**src/rtl/fifo_word_packer_pkg.sv**
```systemverilog
// Shared types and default sizing for the FIFO byte-to-word packer.
package fifo_word_packer_pkg;

  typedef enum logic [1:0] {
    IDLE = 2'd0,
    FILL = 2'd1,
    HOLD = 2'd2
  } state_t;

  localparam int DEF_DATA_W     = 8;
  localparam int DEF_WORD_BYTES = 16;
  localparam int DEF_TIMEOUT    = 256;

endpackage

```
**src/rtl/fifo_word_packer.sv**
```systemverilog
// Packs bytes read from an upstream FIFO into WORD_BYTES-wide words,
// lane 0 first, and presents them on a valid/ready output. Partial words
// leave on flush. Define PACKER_TIMEOUT_EN to also close a partial word
// after TIMEOUT idle cycles.
module fifo_word_packer
  import fifo_word_packer_pkg::*;
#(
  parameter int DATA_W     = DEF_DATA_W,
  parameter int WORD_BYTES = DEF_WORD_BYTES,
  parameter int TIMEOUT    = DEF_TIMEOUT
) (
  input  logic                            clk,
  input  logic                            rst,
  input  logic                            fifo_empty,
  output logic                            fifo_rd_en,
  input  logic [DATA_W-1:0]               fifo_rd_data,
  input  logic                            flush,
  output logic                            out_valid,
  input  logic                            out_ready,
  output logic [DATA_W*WORD_BYTES-1:0]    out_data,
  output logic [$clog2(WORD_BYTES):0]     out_bytes,
  output logic                            out_last
);

  localparam int CNT_W  = $clog2(WORD_BYTES) + 1;
  localparam int LANE_W = $clog2(WORD_BYTES);
  localparam logic [CNT_W-1:0] LAST_L = CNT_W'(WORD_BYTES - 1);
  localparam logic [CNT_W:0]   WB_L   = (CNT_W + 1)'(WORD_BYTES);
  localparam logic [CNT_W-1:0] ONE_L  = CNT_W'(1);

  state_t                        state_r;
  state_t                        next_state_s;
  logic [CNT_W-1:0]              cnt_r;
  logic                          rd_pend_r;
  logic                          flush_pend_r;
  logic [DATA_W*WORD_BYTES-1:0]  out_data_r;
  logic [CNT_W-1:0]              out_bytes_r;
  logic                          out_valid_r;
  logic                          out_last_r;
  logic                          room_s;
  logic                          rd_en_s;
  logic                          flush_eff_s;
  logic                          close_full_s;
  logic                          close_flush_s;
  logic                          timeout_s;
  logic [LANE_W-1:0]             lane_s;

  // Bytes already landed plus the one in flight must leave room for another.
  assign room_s  = ({1'b0, cnt_r} + {{CNT_W{1'b0}}, rd_pend_r}) < WB_L;
  // Reads are held off during reset, while a word is held, and while a flush is pending.
  assign rd_en_s = (state_r != HOLD) && !fifo_empty && !flush_pend_r && room_s && !rst;
  assign lane_s  = cnt_r[LANE_W-1:0];
  assign flush_eff_s = flush_pend_r || flush || timeout_s;

`ifdef PACKER_TIMEOUT_EN
  localparam int TMR_W = $clog2(TIMEOUT + 1);
  logic [TMR_W-1:0] timer_r;
  logic             tmr_run_s;

  assign tmr_run_s = (state_r == FILL) && (cnt_r != {CNT_W{1'b0}}) && !rd_en_s;
  assign timeout_s = tmr_run_s && (timer_r == TMR_W'(TIMEOUT - 1));

  // Idle timer: counts partial-word cycles without a read, restarts on any read.
  always_ff @(posedge clk or posedge rst) begin
    if (rst) begin
      timer_r <= {TMR_W{1'b0}};
    end else if (!tmr_run_s || timeout_s) begin
      timer_r <= {TMR_W{1'b0}};
    end else begin
      timer_r <= timer_r + TMR_W'(1);
    end
  end
`else
  // Timer compiled out; this term is constant low.
  assign timeout_s = (TIMEOUT < 0);
`endif

  // Next-state and word-close decisions.
  always_comb begin
    next_state_s  = state_r;
    close_full_s  = 1'b0;
    close_flush_s = 1'b0;
    case (state_r)
      IDLE: begin
        if (rd_en_s) next_state_s = FILL;
        else         next_state_s = IDLE;
      end
      FILL: begin
        if (rd_pend_r && (cnt_r == LAST_L)) begin
          close_full_s = 1'b1;
          next_state_s = HOLD;
        end else if (flush_eff_s && !rd_pend_r && (cnt_r != {CNT_W{1'b0}}) && !rd_en_s) begin
          close_flush_s = 1'b1;
          next_state_s  = HOLD;
        end else begin
          next_state_s = FILL;
        end
      end
      HOLD: begin
        if (out_ready) next_state_s = IDLE;
        else           next_state_s = HOLD;
      end
      default: next_state_s = IDLE;
    endcase
  end

  // State register.
  always_ff @(posedge clk or posedge rst) begin
    if (rst) state_r <= IDLE;
    else     state_r <= next_state_s;
  end

  // Lane filling, word closing, flush bookkeeping and output registers.
  always_ff @(posedge clk or posedge rst) begin
    if (rst) begin
      cnt_r        <= {CNT_W{1'b0}};
      rd_pend_r    <= 1'b0;
      flush_pend_r <= 1'b0;
      out_data_r   <= {(DATA_W*WORD_BYTES){1'b0}};
      out_bytes_r  <= {CNT_W{1'b0}};
      out_valid_r  <= 1'b0;
      out_last_r   <= 1'b0;
    end else begin
      rd_pend_r <= rd_en_s;
      case (state_r)
        IDLE, FILL: begin
          if (rd_pend_r) begin
            out_data_r[DATA_W*lane_s +: DATA_W] <= fifo_rd_data;
            cnt_r <= cnt_r + ONE_L;
          end
          if (close_full_s || close_flush_s) begin
            out_valid_r  <= 1'b1;
            out_bytes_r  <= cnt_r + {{(CNT_W-1){1'b0}}, rd_pend_r};
            out_last_r   <= close_flush_s ? 1'b1 : flush_eff_s;
            flush_pend_r <= 1'b0;
          end else if (flush || timeout_s) begin
            flush_pend_r <= 1'b1;
          end else if (flush_pend_r && (cnt_r == {CNT_W{1'b0}}) && !rd_pend_r) begin
            // Nothing collected and nothing in flight: the flush has no word to close.
            flush_pend_r <= 1'b0;
          end else begin
            flush_pend_r <= flush_pend_r;
          end
        end
        HOLD: begin
          if (flush) flush_pend_r <= 1'b1;
          if (out_ready) begin
            out_valid_r <= 1'b0;
            cnt_r       <= {CNT_W{1'b0}};
            out_data_r  <= {(DATA_W*WORD_BYTES){1'b0}};
            out_bytes_r <= {CNT_W{1'b0}};
            out_last_r  <= 1'b0;
          end
        end
        default: begin
          out_valid_r <= 1'b0;
          cnt_r       <= {CNT_W{1'b0}};
        end
      endcase
    end
  end

  assign fifo_rd_en = rd_en_s;
  assign out_valid  = out_valid_r;
  assign out_data   = out_data_r;
  assign out_bytes  = out_bytes_r;
  assign out_last   = out_last_r;

endmodule

```
**config.mk**
```make
export PLATFORM = sky130hd
export DESIGN_NAME = fifo_word_packer
export DESIGN_NICKNAME = d
export VERILOG_FILES = /design/src/rtl/fifo_word_packer_pkg.sv /design/src/rtl/fifo_word_packer.sv
export SDC_FILE = /design/constraint.sdc
export NUM_CORES = 1
export LEC_CHECK = 0
export BUFFER_PORTS_ARGS = -buffer_cell sky130_fd_sc_hd__buf_2
export CAP_MARGIN = 0
export CORE_UTILIZATION = 40
export CTS_CLUSTER_DIAMETER = 120
export DETAILED_ROUTE_END_ITERATION = 8
export PLACE_DENSITY = 0.67
export SLEW_MARGIN = 20
export SYNTH_ARGS = -nofsm -noshare
export SYNTH_HDL_FRONTEND = slang
export SYNTH_SLANG_ARGS = --single-unit
```
**constraint.sdc**
```tcl
create_clock -name clk -period 4.8 [get_ports clk]
set_input_delay 0.48 -clock clk [delete_from_list [all_inputs] [get_ports clk]]
set_output_delay 0.48 -clock clk [all_outputs]
set_load 0.01 [all_outputs]
```
==> metrics.cfg <==
[finish]
nets = 642
fillCellCount = 1231
fin_area_um2 = 7340
insertedDiodeCount = 0
drive_above_1_share = 0.292
syn_to_final_growth_pct = 25.9

[synthesis]
synth_area_leader_cell = dfrtp_1
synth_top_area_share = 0.618
synth_seq_area_share = 0.618
syn_nets = 503
yosysUniqueCellTypes = 45
syn-cell-area_um2 = 5830
ys_top_cells_by_area = dfrtp_1 (62%), a22o_1 (18%), nand2_1 (2.3%)
ys_seq_elements = 144
synth-edff-count = 0
synth_warnings = 0
netlist_instances = 484
synthFlopType = dfrtp_1
async_flop_share = 1.00
syn_avg_cell_area_um2 = 12.0

[critical_path]
path_buf_inv = 1
critical_path_class = reg2out
cp-end-kind = primary output
crit_chain = ha_1, ha_1, a31oi_1, a41oi_1, nor3b_1, buf_2
start_kind = flop
cp_slowest_stage_delay_ns = 0.51
slowest_stage = dfrtp_1
cp.required_ns = 4.32
crit_top_cell = ha_1
worstPathArrival_ns = 2.43
cp_max_fo = 13
crit_family = adder cells

[pwr]
peakVddDrop_mv = 0.313
total_power_mw = 3.47
clkPwrFrac = 0.418
p_per_area_nw_per_um2 = 473
p_switching_mw = 1.03
switching_share = 0.297
pwr-share-seq = 0.399
cell_internal_pwr_mw = 2.44
p_leak_nw = 3.94
comb_power_share = 0.183

[floorplan]
die_h_um = 123
dieArea_um2 = 15100
rows = 43
dieWidth_um = 123
io_pins = 149
start_util = 0.415
core_um2 = 14000

[place]
placed_cell_area_um2 = 6690
io_buffer_count = 148
place_hpwl_um = 11100
place.gp.congestion = 0.847

[drt]
ant_nets = 0
wirelength_um = 16100
dr.max_layer_used = met4
drtIter0Drc = 352
first_pass_iters = 5
vias = 4696
wl_met3_um = 790
remaining_drc_errors = 0
viasPerCell = 5.75
wire_per_inst_um = 19.7
wl_met2_um = 7740
drt-met1-wl_um = 7260

[timing]
tns_ns = 0
tightest_slew_ns = 0.932
report.final.slew_viol_count = 0
fin_crit_sh = 0.606
rsz0062_at_grt = false
skew_ns = 0.00678
period_minus_slack_ns = 2.91
finalSetupViolCount = 0
clock.fmax_ghz = 0.344
hold_viol_final = 0
slew_headroom = 0.379

[global_routing]
grtUsageTotal = 0.222
overflow = 0
grt_pass1_wl_um = 25100
antenna_found_initial = 0
grt_max_degree = 105
grt_pass1_vias = 4608

[clocking]
clock_path_buffers = 2
root_buffer = clkbuf_16
h-tree-depth = 4
clk_pin_slew_ns = 0.06
hold_buffers = 0
clock_sinks = 144
cts_tree = yes
post_cts_buffers = 0
cts_resized = 0
insertion_delay_ns = 0.42
cts_made_buffers = 17

[status]
outcome = finished, final reports clean

[worst_hold_path]
hold_class = in2async

[flow_run]
max_cap_viol_count = 0

routing by layer:
metal | global-route usage | vias up
met5 | 0 | -
met4 | 0.0869 | 0
met3 | 0.0432 | 20
met2 | 0.350 | 172
met1 | 0.302 | 2417
li1 | - | 2087
layout by cell type, fill, tap and decap left out, types with 3 or more instances in the layout:
master / n
bufinv_16: 5
xnor2_1: 3
and2_1: 9
buf_2: 148
nand2_1: 36
a22o_1: 118
clkbuf_16: 17
inv_6: 4
ha_1: 6
nand3_1: 9
dfrtp_1: 144
nand2b_1: 3
nor2b_1: 4
o21ai_1: 3
inv_1: 9
nand4_1: 3
a21oi_1: 8
nor4_1: 5
o21ai_0: 23
nor2_1: 26
nor3_1: 7
a21o_1: 9
cell families after synthesis:
kind of cell / count (synthesis) / share of synthesized area
buffers and inverters: 40 / 0.0279
AOI/OAI and AO/OA: 178 / 0.242
and+or+nand+nor: 113 / 0.0942
xor gates and xnor gates: 3 / 0.00451
DFF: 144 / 0.618
adders and majority gates: 6 / 0.0129
power by group through the flow:
stage / sequential [mW] / clock (mW) / combinational [mW]
6_report: 1.39 / 1.45 / 0.636
5_1_grt: 1.40 / 1.52 / 0.718
2_1_floorplan: 1.38 / 0 / 0.492
4_1_cts: 1.38 / 1.47 / 0.638
3_5_place_dp: 1.41 / 0 / 0.635
3_3_place_gp: 1.40 / 0 / 0.630
state kept, by name, summed over array words and instances (netlist names):
name	count
out_valid	1
rd_pend_r	1
cnt_r	5
out_last	1
flush_pend_r	1
out_data	128
out_bytes	5
state_r	2
path summary, 6_finish.rpt:
check | startpoint | end | slack, ns | depth (start not counted)
worst min-delay path | rst | state_r[1] | 0.27 | 2
min in group clk | flush | out_last | 0.38 | 3
max in group asynchronous | rst | out_data[97] | 3.42 | 3
worst max register to register | cnt_r[2] | out_data[66] | 2.16 | 6
worst min register to register | out_data[64] | out_data[64] | 0.47 | 1
worst max-delay path | rd_pend_r | fifo_rd_en | 1.89 | 6
stage by stage:
| stage | utilization | hold WS (ns) | instances | worst slack, ns |
|---|---|---|---|---|
| after floorplan | - | 0.507 | 484 | 0.454 |
| after global placement | 0.476 | 0.459 | 784 | 2.27 |
| after detailed placement | 0.476 | 0.469 | 784 | 2.22 |
| after CTS | 0.523 | 0.309 | 816 | 1.91 |
| after global routing | 0.523 | 0.347 | 816 | 1.69 |
| final | 0.523 | 0.269 | 816 | 1.89 |
synth_stat cells (2+ instances only):
master,n
a21oi_1,8
nor2_1,26
clkbuf_1,23
or2_2,2
o311ai_1,2
inv_1,10
buf_2,4
a22o_1,118
ha_1,6
o21ai_0,23
o21ai_1,3
nand4_1,3
nor4_1,5
a21boi_0,2
a21o_1,9
nor3b_1,2
xnor2_1,3
a31oi_1,2
nor3_1,7
nor2b_1,4
nand2b_1,3
nand3_1,9
and2_1,9
dfrtp_1,144
o211ai_1,2
nand2_1,36
cell type report:
| type | instances | area (um^2) | area share |
|---|---|---|---|
| Multi-Input combinational cell | 300 | 2060 | 0.281 |
| Tap cell | 180 | 225 | 0.0307 |
| Timing Repair Buffer | 149 | 748 | 0.102 |
| Clock buffer | 20 | 447 | 0.0609 |
| Inverter | 11 | 46.3 | 0.00631 |
| Clock inverter | 12 | 205 | 0.0280 |
| Sequential cell | 144 | 3600 | 0.491 |
(Power assumes the default switching activity.)
